$ cat src/rtl/pipe_stage_reg.sv
`default_nettype none
// ============================================================================
//  Module   : pipe_stage_reg
//  Purpose  : Parametrised multi-stage pipeline register carrying a control
//             bundle and a data payload (EX -> MEM -> WB). Each stage has a
//             valid bit. The block supports a global stall, a per-stage flush
//             mask, forced-zero control on bubbles and registered occupancy.
//  Options  : PIPE_PERF_CNT_EN - enables the saturating Stall_Cycles and
//             Flush_Events performance counters. When it is undefined, both
//             counters are tied to zero.
//  Revision : 1.0 - initial release
// ============================================================================
module pipe_stage_reg #(
  parameter int CTRL_W = 5,
  parameter int DATA_W = 32,
  parameter int STAGES = 1
) (
  input  logic                         CLK,
  input  logic                         CLR,
  input  logic                         In_Valid,
  input  logic [CTRL_W-1:0]            In_Ctrl,
  input  logic [DATA_W-1:0]            In_Data,
  input  logic                         Stall,
  input  logic [STAGES-1:0]            Flush,
  output logic                         Out_Valid,
  output logic [CTRL_W-1:0]            Out_Ctrl,
  output logic [DATA_W-1:0]            Out_Data,
  output logic [$clog2(STAGES+1)-1:0]  Occupancy,
  output logic [15:0]                  Stall_Cycles,
  output logic [15:0]                  Flush_Events
);

  localparam int OCC_W = $clog2(STAGES+1);

  // Stage registers and their next-state values
  logic [STAGES-1:0] valid_q, valid_d;
  logic [CTRL_W-1:0] ctrl_q [STAGES];
  logic [CTRL_W-1:0] ctrl_d [STAGES];
  logic [DATA_W-1:0] data_q [STAGES];
  logic [DATA_W-1:0] data_d [STAGES];
  logic [OCC_W-1:0]  occ_q, occ_d;

  // Values landing in each stage after the advance/hold choice, before flush
  logic [STAGES-1:0] pre_valid;
  logic [CTRL_W-1:0] pre_ctrl [STAGES];
  logic [DATA_W-1:0] pre_data [STAGES];

  // Select advance or hold for every stage. Incoming control is masked by
  // In_Valid so a bubble never carries an enable downstream.
  always_comb begin
    pre_valid = '0;
    for (int k = 0; k < STAGES; k++) begin
      pre_ctrl[k] = '0;
      pre_data[k] = '0;
    end
    if (Stall) begin
      pre_valid = valid_q;
      for (int k = 0; k < STAGES; k++) begin
        pre_ctrl[k] = ctrl_q[k];
        pre_data[k] = data_q[k];
      end
    end else begin
      pre_valid[0] = In_Valid;
      pre_ctrl[0]  = In_Valid ? In_Ctrl : '0;
      pre_data[0]  = In_Data;
      for (int k = 1; k < STAGES; k++) begin
        pre_valid[k] = valid_q[k-1];
        pre_ctrl[k]  = ctrl_q[k-1];
        pre_data[k]  = data_q[k-1];
      end
    end
  end

  // Apply the flush mask on top of the advance/hold result. Data is kept so
  // that a killed slot still shows the payload it would have carried.
  always_comb begin
    valid_d = pre_valid & ~Flush;
    for (int k = 0; k < STAGES; k++) begin
      ctrl_d[k] = Flush[k] ? '0 : pre_ctrl[k];
      data_d[k] = pre_data[k];
    end
  end

  // Occupancy is the population count of the valid bits being written, so
  // the registered count always matches the registered stage contents.
  always_comb begin
    occ_d = '0;
    for (int k = 0; k < STAGES; k++) begin
      occ_d = occ_d + OCC_W'(valid_d[k]);
    end
  end

  // Stage state and occupancy registers; CLR takes priority over everything
  always_ff @(posedge CLK) begin
    if (CLR) begin
      valid_q <= '0;
      occ_q   <= '0;
      for (int k = 0; k < STAGES; k++) begin
        ctrl_q[k] <= '0;
        data_q[k] <= '0;
      end
    end else begin
      valid_q <= valid_d;
      occ_q   <= occ_d;
      for (int k = 0; k < STAGES; k++) begin
        ctrl_q[k] <= ctrl_d[k];
        data_q[k] <= data_d[k];
      end
    end
  end

  assign Out_Valid = valid_q[STAGES-1];
  assign Out_Ctrl  = ctrl_q[STAGES-1];
  assign Out_Data  = data_q[STAGES-1];
  assign Occupancy = occ_q;

`ifdef PIPE_PERF_CNT_EN
  logic [15:0] stall_cnt_q, stall_cnt_d;
  logic [15:0] flush_cnt_q, flush_cnt_d;
  logic        flush_hit;

  // Count stalled edges and edges where a flush destroys a live entry,
  // saturating at all-ones.
  always_comb begin
    flush_hit   = |(pre_valid & Flush);
    stall_cnt_d = stall_cnt_q;
    flush_cnt_d = flush_cnt_q;
    if (Stall && (stall_cnt_q != 16'hFFFF)) begin
      stall_cnt_d = stall_cnt_q + 16'd1;
    end
    if (flush_hit && (flush_cnt_q != 16'hFFFF)) begin
      flush_cnt_d = flush_cnt_q + 16'd1;
    end
  end

  // Performance counter registers
  always_ff @(posedge CLK) begin
    if (CLR) begin
      stall_cnt_q <= '0;
      flush_cnt_q <= '0;
    end else begin
      stall_cnt_q <= stall_cnt_d;
      flush_cnt_q <= flush_cnt_d;
    end
  end

  assign Stall_Cycles = stall_cnt_q;
  assign Flush_Events = flush_cnt_q;
`else
  assign Stall_Cycles = 16'h0000;
  assign Flush_Events = 16'h0000;
`endif

endmodule
`default_nettype wire

$ cat config.mk
export PLATFORM = sky130hd
export DESIGN_NAME = pipe_stage_reg
export DESIGN_NICKNAME = d
export VERILOG_FILES = /design/src/rtl/pipe_stage_reg.sv
export SDC_FILE = /design/constraint.sdc
export NUM_CORES = 1
export LEC_CHECK = 0
export ABC_AREA = 1
export CAP_MARGIN = 20
export CELL_PAD_IN_SITES_DETAIL_PLACEMENT = 0
export CELL_PAD_IN_SITES_GLOBAL_PLACEMENT = 1
export CORE_MARGIN = 1.5
export CORE_UTILIZATION = 21
export CTS_BUF_LIST = sky130_fd_sc_hd__clkbuf_4 sky130_fd_sc_hd__clkbuf_8 sky130_fd_sc_hd__clkbuf_16
export DETAILED_ROUTE_END_ITERATION = 8
export GPL_TIMING_DRIVEN = 0
export PLACE_DENSITY_LB_ADDON = 0.3
export SLEW_MARGIN = 20
export SYNTH_ARGS = -nofsm -noshare
export SYNTH_HDL_FRONTEND = slang
export SYNTH_SLANG_ARGS = --single-unit
$ cat constraint.sdc
create_clock -name CLK -period 0.8 [get_ports CLK]
set_input_delay 0.2 -clock CLK [delete_from_list [all_inputs] [get_ports CLK]]
set_output_delay 0.2 -clock CLK [all_outputs]
set_load 0.02 [all_outputs]
==> key figures <==
Status
  • Status: finished with violations
  • Violated checks: negative setup slack

Finish
  • Most frequent cells in the layout: 54 x buf_4, 44 x nor2_1, 39 x buf_6, 38 x dfxtp_2, 37 x clkdlybuf4s50_1
  • Synth-to-Final Area Change: 84.8%
  • Multi-input gate area: 683 sq um
  • Antenna diodes: 0
  • Reg area: 808 sq um
  • # nets final: 378
  • FILL cells: 812
  • Ratio of cells with drive above 1 in the final layout: 51.9%
  • Most common cell after layout, fill and taps aside: buf_4
  • Layout Cells excl Fill: 439

CTS
  • Number of clock sinks: 38
  • Cts hold-fix bufs: 0
  • Clk_lat worst skew: 270 ps
  • Root buffer cell: clkbuf_8
  • Num CTS Buffers: 5
  • CTS tree: yes
  • CTS H-tree lvls: 2
  • CTS Buffer Depth: 2
  • Clk slew on worst S/H paths: 70 ps

Synthesis
  • Synthesized area: 1660 sq um
  • Seq/Total Area, Yosys: 45.8%
  • Synthesis-stage register bit count: 38
  • Post-synthesis adder-cell area fraction: 0%
  • Largest family of logic cells by synthesized area: buffers and inverters
  • Share of Yosys cell area claimed by the top area cell type: 45.8%
  • XOR/XNOR Fraction of Synth Area: 0%
  • Compound-gate portion of the synthesized area: 11.4%
  • Simple-gate share of the synthesized area: 20.9%
  • Syn Inst Count: 201
  • Area contributors post-synth: dfxtp_1 46%, buf_4 15%, nor2_1 9.9%
  • Multiplexer area fraction after synthesis: 0%
  • Distinct cells, synth: 18
  • Post-synth top area cell: dfxtp_1
  • Ys Warns: 0
  • Syn_area_per_cell: 8.27 sq um

Worst setup path
  • CP arrival: 830 ps
  • Critical Path End Type: output pin
  • Crit Path Max Fanout: 3
  • R2r worst-path depth: 3
  • Data required time of the worst path: 600 ps
  • FF-to-FF End: data_q[0][22]
  • Reg2reg setup slack: 90 ps
  • Reg2reg start: data_q[0][22]
  • Crit path kind: reg -> out
  • CP Launch Type: flop

Drt
  • # DRC: 0
  • Via Count: 1582
  • Vias per std cell: 3.60
  • Wire per inst: 9.79 um
  • Drt total wl: 4300 um
  • DRT iter0 DRCs: 30
  • Antenna Violating Nets Remaining: 0
  • DR pass1 iterations: 4

Pwr
  • Peak supply drop: 539 uV
  • Switching Fraction: 27.4%
  • Int Pwr: 3.46 mW
  • Comb pwr share: 26.9%
  • NetSw: 1.31 mW
  • Clk pwr share: 28.8%
  • Static Leak: 1.43 nW
  • P per Cell Area: 1550 nW/um^2
  • Sequential Power Share: 44.3%

Placement
  • Buffers on Ports: 79
  • Placed cells: 413
  • Gpl congestion: 0.685
  • Detailed placement HPWL: 3100 um

Timing
  • RSZ-0062 raised after global routing: yes
  • Hold Violations, Final: 0
  • Period utilisation layout: 129%
  • Final min period: 1030 ps
  • Setup ws final: -234 ps
  • Minimum hold slack: 225 ps
  • Fmax: 968 MHz
  • Final setup viols: 39
  • Max-slew violation count: 0
  • Setup Skew: 0 ps

Die
  • Chip Height: 92.0 um
  • Die width: 92.0 um
  • Initial Utilization: 21.6%
  • CORE AREA: 7690 sq um
  • Io pins: 113
  • Rows: 32
  • Full die area: 8450 sq um

Global routing
  • GRT overflow: 0
  • First-pass GRT wire length: 6740 um
  • Antenna violations before repair: 0
  • Pin count of the biggest net entering global routing: 12
  • Total track usage: 10.1%
  • Vias in the first global route: 1443

Min path
  • WHS Endpoint: data_q[0][5]
  • Tightest Hold Check Type: in -> reg
  • Hold path cells: 3
  • Min-delay src: Stall

Run
  • Max-Cap Viols: 0
==> layer usage <==
layer	routed length, um	global-route usage [%]
met5	0	0
met4	49	3.46
met3	335	3.23
met2	2070	17.1
met1	1850	11.9
==> state kept, by name (all words and copies together), names as in the netlist <==
signal and cells:
Occupancy 1, ctrl_q 5, data_q 32
==> what timing repair did <==
item,4_1_cts,5_1_grt
setup buffers,16,4
cloned,0,0
endpoints found under the setup margin,75,64
pin swaps,0,3
resized for setup,278,13
==> layout make-up <==
class | instances | area share (%)
inverter | 2 | 0.326
sequential | 38 | 26.3
tap | 102 | 4.16
multi-input combinational | 147 | 22.2
clock inverter | 1 | 0.163
buffer | 44 | 12.1
clock buffer | 7 | 2.93
timing repair buffer | 98 | 31.8
==> worst max-delay path by stage <==
| stage | start | end |
|---|---|---|
| floorplan | Stall | data_q[0][26] |
| global placement | CLR | data_q[0][9] |
| detailed placement | CLR | data_q[0][9] |
| CTS | Occupancy | Out_Valid |
| global route | Occupancy | Out_Valid |
| finish | Occupancy | Out_Valid |
==> kinds of logic (layout without fill, tap and decap cells) <==
kind of cell / Yosys count / after routing
DFF: 38 / 38
AOI/OAI and AO/OA: 38 / 38
other: 1 / 32
buffers and inverters: 47 / 152
and+or+nand+nor: 77 / 77
==> power by group through the flow <==
stage	Combinational, mW	Sequential, mW	Clock (mW)
3_5_place_dp	1.15	2.12	0
2_1_floorplan	0.516	2.27	0
4_1_cts	1.27	2.12	1.46
3_3_place_gp	1.15	2.12	0
5_1_grt	1.38	2.13	1.54
6_report	1.29	2.12	1.37
==> critical path, cell delays in order, from the launching register on <==
cell     delay (ps)
dfxtp_2         330
buf_6           110
buf_6           120
==> cell usage after synthesis <==
| cell | number |
|---|---|
| a21oi_1 | 6 |
| inv_4 | 1 |
| conb_1 | 1 |
| buf_6 | 1 |
| buf_2 | 1 |
| buf_4 | 34 |
| nand3_1 | 5 |
| buf_1 | 1 |
| nor2_1 | 44 |
| clkbuf_1 | 5 |
| buf_8 | 1 |
| inv_2 | 1 |
| o21ai_0 | 32 |
| or2_1 | 1 |
| buf_12 | 2 |
| nor2_2 | 20 |
| dfxtp_1 | 38 |
| nand2_1 | 7 |
==> stage by stage <==
step                TNS (ps)  cell area (sq um)  util, %  total power, mW  setup WS [ps]
finish                 -5250               3070     39.9             4.77           -234
global route           -6570               3070     39.9             5.05           -264
CTS                    -5970               3020     39.3             4.85           -255
detailed placement    -34790               2700     35.1             3.28           -666
global placement      -34650               2700     35.1             3.27           -665
floorplan               -112               1780        -             2.78          -5.61
No activity file was read; power rests on OpenSTA's default activity.
